**src/rtl/hi_flite_tx_if.sv**
```systemverilog
// hi_flite_tx_if: payload byte handshake between the ARM-side byte source
// and the FeliCa frame transmitter.
//   tx_data  : payload byte, length byte first, sent MSB first
//   tx_valid : tx_data/tx_last valid
//   tx_last  : marks the final payload byte of the frame
//   tx_ready : transmitter accepts the byte this cycle
// master = byte source, slave = transmitter.
interface hi_flite_tx_if;
  logic [7:0] tx_data;
  logic       tx_valid;
  logic       tx_last;
  logic       tx_ready;

  modport master (output tx_data, output tx_valid, output tx_last, input tx_ready);
  modport slave  (input tx_data, input tx_valid, input tx_last, output tx_ready);
endinterface

```
**src/rtl/hi_flite_tx.sv**
```systemverilog
// hi_flite_tx: reader-side ISO/IEC 18092 (FeliCa) frame transmitter.
// Sends PREAMBLE_BYTES x 0x00, sync B2 4D, the payload bytes and a CRC-16
// (poly 0x1021, init 0), Manchester-encoded at fc/64 or fc/32.
// Ports:
//   ck_1356meg : 13.56 MHz carrier clock, all logic on rising edge
//   rst        : synchronous active-high reset
//   speed      : 0 = 64 cycles/bit, 1 = 32 cycles/bit (latched at start)
//   start      : single-cycle frame request, honoured only when idle
//   tx         : payload byte handshake (slave side)
//   mod        : 1 = carrier modulated
//   busy       : frame in progress
//   done       : one-cycle pulse after the last CRC bit
//   underrun   : one-cycle pulse when a frame is aborted for late data
module hi_flite_tx #(
  parameter int unsigned PREAMBLE_BYTES = 6
) (
  input  logic          ck_1356meg,
  input  logic          rst,
  input  logic          speed,
  input  logic          start,
  hi_flite_tx_if.slave  tx,
  output logic          mod,
  output logic          busy,
  output logic          done,
  output logic          underrun
);

  localparam logic [2:0] ST_IDLE = 3'd0;
  localparam logic [2:0] ST_PRE  = 3'd1;
  localparam logic [2:0] ST_SYNC = 3'd2;
  localparam logic [2:0] ST_DATA = 3'd3;
  localparam logic [2:0] ST_CRC  = 3'd4;

  localparam logic [7:0] PRE_LAST = 8'(PREAMBLE_BYTES - 1);

  logic [2:0]  state_q, state_d;
  logic [5:0]  tick_q, tick_d;
  logic [2:0]  bit_q, bit_d;
  logic [7:0]  cnt_q, cnt_d;
  logic [7:0]  shreg_q, shreg_d;
  logic [7:0]  hold_q, hold_d;
  logic        hold_last_q, hold_last_d;
  logic        hold_full_q, hold_full_d;
  logic        cur_last_q, cur_last_d;
  logic        last_acc_q, last_acc_d;
  logic [15:0] crc_q, crc_d;
  logic        speed_q, speed_d;
  logic        done_q, done_d;
  logic        underrun_q, underrun_d;

  logic [5:0]  tick_max;
  logic [5:0]  half;
  logic        bit_end;
  logic        byte_end;
  logic        hold_load;
  logic        xfer;
  logic [15:0] crc_step;

  assign tick_max = speed_q ? 6'd31 : 6'd63;
  assign half     = speed_q ? 6'd16 : 6'd32;
  assign busy     = (state_q != ST_IDLE);
  assign bit_end  = busy && (tick_q == tick_max);
  assign byte_end = bit_end && (bit_q == 3'd7);

  // Load points that draw from the holding register: end of 0x4D and end
  // of every non-final payload byte.
  assign hold_load = byte_end &&
                     (((state_q == ST_SYNC) && (cnt_q == 8'd1)) ||
                      ((state_q == ST_DATA) && !cur_last_q));

  // Ready also while full on a load cycle, so a waiting byte can be
  // replaced in the same cycle the old one moves to the shift register.
  assign tx.tx_ready = ((state_q == ST_SYNC) || (state_q == ST_DATA)) &&
                       !last_acc_q && (!hold_full_q || hold_load);
  assign xfer = tx.tx_valid && tx.tx_ready;

  // CRC advanced by the bit currently on air.
  assign crc_step = {crc_q[14:0], 1'b0} ^
                    ((crc_q[15] ^ shreg_q[7]) ? 16'h1021 : 16'h0000);

  assign mod      = busy && ((tick_q < half) ? shreg_q[7] : ~shreg_q[7]);
  assign done     = done_q;
  assign underrun = underrun_q;

  always_comb begin
    state_d     = state_q;
    tick_d      = tick_q;
    bit_d       = bit_q;
    cnt_d       = cnt_q;
    shreg_d     = shreg_q;
    hold_d      = hold_q;
    hold_last_d = hold_last_q;
    hold_full_d = hold_full_q;
    cur_last_d  = cur_last_q;
    last_acc_d  = last_acc_q;
    crc_d       = crc_q;
    speed_d     = speed_q;
    done_d      = 1'b0;
    underrun_d  = 1'b0;

    if (state_q == ST_IDLE) begin
      if (start) begin
        state_d     = ST_PRE;
        tick_d      = '0;
        bit_d       = '0;
        cnt_d       = '0;
        shreg_d     = '0;
        crc_d       = '0;
        speed_d     = speed;
        hold_full_d = 1'b0;
        cur_last_d  = 1'b0;
        last_acc_d  = 1'b0;
      end
    end else begin
      if (xfer) begin
        hold_d      = tx.tx_data;
        hold_last_d = tx.tx_last;
        hold_full_d = 1'b1;
        if (tx.tx_last) last_acc_d = 1'b1;
      end

      if (bit_end) begin
        tick_d = '0;
        bit_d  = bit_q + 3'd1;
        if (state_q == ST_DATA) crc_d = crc_step;
        if (!byte_end) shreg_d = {shreg_q[6:0], 1'b0};
      end else begin
        tick_d = tick_q + 6'd1;
      end

      if (byte_end) begin
        if (hold_load) begin
          if (hold_full_q) begin
            shreg_d    = hold_q;
            cur_last_d = hold_last_q;
            if (!xfer) hold_full_d = 1'b0;
            state_d    = ST_DATA;
          end else begin
            state_d    = ST_IDLE;
            underrun_d = 1'b1;
          end
        end else begin
          case (state_q)
            ST_PRE: begin
              if (cnt_q == PRE_LAST) begin
                state_d = ST_SYNC;
                cnt_d   = '0;
                shreg_d = 8'hB2;
              end else begin
                cnt_d   = cnt_q + 8'd1;
                shreg_d = '0;
              end
            end
            ST_SYNC: begin
              shreg_d = 8'h4D;
              cnt_d   = 8'd1;
            end
            ST_DATA: begin
              // Final payload bit just folded in: crc_step is the final CRC.
              state_d = ST_CRC;
              cnt_d   = '0;
              shreg_d = crc_step[15:8];
            end
            ST_CRC: begin
              if (cnt_q == 8'd0) begin
                shreg_d = crc_q[7:0];
                cnt_d   = 8'd1;
              end else begin
                state_d = ST_IDLE;
                done_d  = 1'b1;
              end
            end
            default: state_d = ST_IDLE;
          endcase
        end
      end
    end
  end

  always_ff @(posedge ck_1356meg) begin
    if (rst) begin
      state_q     <= ST_IDLE;
      tick_q      <= '0;
      bit_q       <= '0;
      cnt_q       <= '0;
      shreg_q     <= '0;
      hold_q      <= '0;
      hold_last_q <= 1'b0;
      hold_full_q <= 1'b0;
      cur_last_q  <= 1'b0;
      last_acc_q  <= 1'b0;
      crc_q       <= '0;
      speed_q     <= 1'b0;
      done_q      <= 1'b0;
      underrun_q  <= 1'b0;
    end else begin
      state_q     <= state_d;
      tick_q      <= tick_d;
      bit_q       <= bit_d;
      cnt_q       <= cnt_d;
      shreg_q     <= shreg_d;
      hold_q      <= hold_d;
      hold_last_q <= hold_last_d;
      hold_full_q <= hold_full_d;
      cur_last_q  <= cur_last_d;
      last_acc_q  <= last_acc_d;
      crc_q       <= crc_d;
      speed_q     <= speed_d;
      done_q      <= done_d;
      underrun_q  <= underrun_d;
    end
  end

endmodule

```
**src/flat_wrapper.sv**
```systemverilog
// flat-port wrapper written by rule: the top's interface ports become plain ports
module hi_flite_tx_flat 
#(
  parameter int unsigned PREAMBLE_BYTES = 6
)
  (ck_1356meg, rst, speed, start, mod, busy, done, underrun, tx_tx_data, tx_tx_valid, tx_tx_last, tx_tx_ready);
  hi_flite_tx_if tx_i ();
  input  logic ck_1356meg;
  input  logic rst;
  input  logic speed;
  input  logic start;
  output logic mod;
  output logic busy;
  output logic done;
  output logic underrun;
  input wire logic [$bits(tx_i.tx_data)-1:0] tx_tx_data;
  input wire logic [$bits(tx_i.tx_valid)-1:0] tx_tx_valid;
  input wire logic [$bits(tx_i.tx_last)-1:0] tx_tx_last;
  output wire logic [$bits(tx_i.tx_ready)-1:0] tx_tx_ready;
  assign tx_i.tx_data = tx_tx_data;
  assign tx_i.tx_valid = tx_tx_valid;
  assign tx_i.tx_last = tx_tx_last;
  assign tx_tx_ready = tx_i.tx_ready;
  hi_flite_tx #(.PREAMBLE_BYTES(PREAMBLE_BYTES)) u_core (.ck_1356meg(ck_1356meg), .rst(rst), .speed(speed), .start(start), .tx(tx_i), .mod(mod), .busy(busy), .done(done), .underrun(underrun));
endmodule
```
**config.mk**
```make
export PLATFORM = sky130hd
export DESIGN_NAME = hi_flite_tx_flat
export DESIGN_NICKNAME = d
export VERILOG_FILES = /design/src/rtl/hi_flite_tx_if.sv /design/src/rtl/hi_flite_tx.sv /design/src/flat_wrapper.sv
export SDC_FILE = /design/constraint.sdc
export NUM_CORES = 1
export LEC_CHECK = 0
export CAP_MARGIN = 10
export CORE_ASPECT_RATIO = 1.25
export CORE_MARGIN = 2
export CORE_UTILIZATION = 59
export CTS_BUF_LIST = sky130_fd_sc_hd__clkbuf_4 sky130_fd_sc_hd__clkbuf_8 sky130_fd_sc_hd__clkbuf_16
export DETAILED_ROUTE_END_ITERATION = 16
export PLACE_DENSITY = 0.82
export SYNTH_ARGS = -nofsm -noshare
export SYNTH_HDL_FRONTEND = slang
export SYNTH_SLANG_ARGS = --single-unit
```
**constraint.sdc**
```tcl
create_clock -name ck_1356meg -period 2.4 [get_ports ck_1356meg]
set_input_delay 0.36 -clock ck_1356meg [delete_from_list [all_inputs] [get_ports ck_1356meg]]
set_output_delay 0.36 -clock ck_1356meg [all_outputs]
set_load 0.05 [all_outputs]
```
==> results.json <==
{
  "finish.utilization_pct": 72.7,
  "grt_pass1_wl_um": 13500,
  "ys_warn_count": 0,
  "worstMarginPinSlew_ns": 0.935,
  "cp.arrival_ns": 2.04,
  "synth_seq_cells": 59,
  "grt_pass1_vias": 2916,
  "totalPowerFinal_mw": 2.49,
  "min_from": "rst",
  "vdd_drop_max_uv": 360,
  "fmax_mhz": 417,
  "whs_ns": 0.383,
  "syn_nets": 412,
  "synth-seq-area-share_pct": 37.0,
  "antenna_left": 0,
  "grt_antenna_before_repair": 0,
  "syn-cell-area_um2": 3200,
  "coreArea_um2": 5150,
  "period_share_pct": 100,
  "clk_pin_slew_ns": 0.07,
  "r2r-end": "u_core.state_q[1]$_SDFFE_PP0P_",
  "synth_enable_flop_cells": 0,
  "power_density_nw_per_um2": 664,
  "p_leak_nw": 1.35,
  "hold_path_depth": 2,
  "insertion_delay_ns": 0.35,
  "ios": 19,
  "synth.largest_area_cell": "dfxtp_1",
  "grt_util_all_layers_pct": 27.8,
  "synth_cells": 391,
  "path_class": "reg -> out",
  "drive_gt1_share_pct": 14.9,
  "synth_ff_type": "dfxtp_1",
  "seqPwrFrac_pct": 42.0,
  "cp_max_fo": 3,
  "crit_chain": "or4_4 -> and4b_2 -> o21bai_4 -> a211oi_4 -> buf_6",
  "clkPwrFrac_pct": 34.7,
  "path_buf_inv": 1,
  "run_status": "finished clean",
  "grt-ovfl-total": 0,
  "start_kind": "flip-flop",
  "gp_congestion": 1.01,
  "reg2reg_depth": 8,
  "start_util_pct": 62.0,
  "synth_top_area_share_pct": 37.0,
  "power_frac_comb_pct": 23.3,
  "root_buffer": "clkbuf_8",
  "synth.distinct_cells": 55,
  "switchingPower_mw": 0.805,
  "p_sw_share_pct": 32.4,
  "relSlewSlack_pct": 37.2,
  "endpoint_kind": "output port",
  "synthTopCellsByArea": "dfxtp_1, a21oi_1, nor2_1",
  "finalWorstPathRequiredPeriod_ns": 2.40,
  "wl_um": 8160,
  "hold_end": "u_core.bit_q[0]$_SDFFE_PP0P_",
  "dp_hpwl_um": 5610,
  "nNetsFinal": 439,
  "setup_violations": 0,
  "die_h_um": 86.3,
  "hold_path_class": "in -> reg",
  "maxSlewViolCount": 0,
  "critPathSlowestCell": "or4_4",
  "vias": 3067,
  "diodes": 0,
  "crit_required_ns": 2.04,
  "crit_family": "simple AND/OR/NAND/NOR gates",
  "grt_max_degree": 47,
  "cts_tree": "done",
  "timing.rr.start": "u_core.cnt_q[4]$_SDFFE_PP0P_",
  "viasPerCell": 6.34,
  "cp_slowest_stage_delay_ns": 0.53,
  "die_w_um": 69.8,
  "die_area_um2": 6020,
  "drt-wirelength-per-cell_um": 16.9,
  "layout_commonest_cell": "dfxtp_1",
  "clock-sinks": 59,
  "syn_avg_cell_area_um2": 8.17,
  "cts_buffer_depth": 2,
  "skew_ns": 0.00959,
  "mostFrequentLayoutCells": "dfxtp_1, a21oi_1, nor2_1",
  "first_pass_iters": 5,
  "area_growth_pct": 17.2,
  "async_flop_share_pct": 0,
  "drt_first_iter_violations": 327,
  "reg2reg_slack_ns": 0.03,
  "maxCapViolCount": 0,
  "internal_power_mw": 1.68,
  "num_rows": 29,
  "rsz0062_at_grt": "true",
  "fin_area_um2": 3740,
  "hold_viol": 0,
  "drc_errors": 0,
  "cts-buffers-inserted": 9,
  "placed_area_um2": 3480,
  "htree_levels": 3,
  "io_buffers": 18
}
## cells by family (layout without fill, tap and decap cells)
kind of cell	after synthesis	after routing	share of synthesized area (%)
AOI/OAI and AO/OA	107	107	22.6
xor gates and xnor gates	5	5	1.37
adders and majority gates	7	7	2.74
buffers and inverters	39	70	4.89
DFF	59	59	37.0
muxes	17	17	5.44
and+or+nand+nor	157	157	26.0
## how the worst max path moves through the flow
stage,startpoint,to,slack [ns],cells after the start
3_5_place_dp,u_core.bit_q[0]$_SDFFE_PP0P_,u_core.shreg_q[3]$_SDFFE_PP0P_,0.09,7
2_1_floorplan,u_core.cnt_q[3]$_SDFFE_PP0P_,tx_tx_ready,0.06,5
4_1_cts,u_core.cnt_q[4]$_SDFFE_PP0P_,tx_tx_ready,0.004,5
5_1_grt,u_core.speed_q$_SDFFE_PP0P_,tx_tx_ready,-0.1,6
6_report,u_core.cnt_q[4]$_SDFFE_PP0P_,tx_tx_ready,0.0003,5
3_3_place_gp,u_core.bit_q[0]$_SDFFE_PP0P_,u_core.shreg_q[3]$_SDFFE_PP0P_,0.14,7
## stage by stage
step	TNS [ns]	setup WS, ns	cells
after global routing	-0.205	-0.0960	484
after CTS	0	0.00434	483
after global placement	0	0.136	464
after floorplan	0	0.0578	391
final	0	0.000320	484
after detailed placement	0	0.0869	464
## registers in the layout, indices dropped and copies added (netlist names)
signal	flops
u_core.crc_q	16
u_core.cnt_q	8
u_core.hold_q	8
u_core.shreg_q	8
u_core.tick_q	6
u_core.bit_q	3
u_core.state_q	3
u_core.cur_last_q	1
u_core.done	1
u_core.hold_full_q	1
u_core.hold_last_q	1
u_core.last_acc_q	1
u_core.speed_q	1
u_core.underrun	1
## area by class of cell
| class | instances | area, um2 |
|---|---|---|
| inverters | 14 | 52.6 |
| multi-input cells | 293 | 1910 |
| repair buffers | 41 | 344 |
| fillers | 406 | 1410 |
| flip-flops and latches | 59 | 1180 |
| clock buffers | 9 | 124 |
| clock inverters | 6 | 57.6 |
| well taps | 62 | 77.6 |
## worst reg2reg max path: stages (launching register included)
cell,delay [ns]
dfxtp_2,0.32
or4_4,0.53
buf_4,0.15
buf_4,0.14
or4_1,0.48
a21oi_1,0.18
a211oi_1,0.11
o311a_1,0.15
a211oi_1,0.22
## layer usage
layer | track usage, % | wire length (um)
met1 | 35.8 | 3590
met2 | 43.5 | 3790
met3 | 7.79 | 505
met4 | 13.1 | 267
met5 | 0 | 0
## Yosys cell counts (2+ instances only)
library cell,n
or3_1,8
a21oi_1,43
o32ai_1,8
nand4_1,3
or2_2,2
mux2_2,2
a31oi_1,3
and2_1,3
nor4_4,2
or2_1,2
buf_2,2
a211o_1,4
o21ai_1,4
nor2_1,41
xnor2_1,2
a2111oi_0,4
inv_1,13
clkbuf_1,21
a221oi_1,6
and3b_1,4
o41ai_1,2
buf_4,2
nor3_1,8
o21ai_0,5
nand3_1,23
ha_1,7
a21o_1,4
a211oi_1,4
and3_1,3
or4_1,2
dfxtp_1,59
xor2_1,3
mux2i_1,14
a22oi_1,10
nand2b_1,7
nor3b_1,7
nand3b_1,5
nor2b_1,3
nand2_1,30
## power groups by stage
| stage | logic [mW] | clock network [mW] | registers (mW) |
|---|---|---|---|
| floorplan | 0.402 | 0 | 1.05 |
| global placement | 0.542 | 0 | 1.06 |
| detailed placement | 0.554 | 0 | 1.06 |
| CTS | 0.564 | 0.868 | 1.04 |
| global route | 0.626 | 0.911 | 1.05 |
| finish | 0.579 | 0.863 | 1.04 |
## what timing repair did
item                                    in CTS  in global routing
endpoints found under the setup margin       1                 13
hold buffers                                 0                  0
resized for setup                            5                  6
pin swaps                                    3                  3
setup buffers                                4                  1
Note: power is estimated with default switching activity, not from simulation.
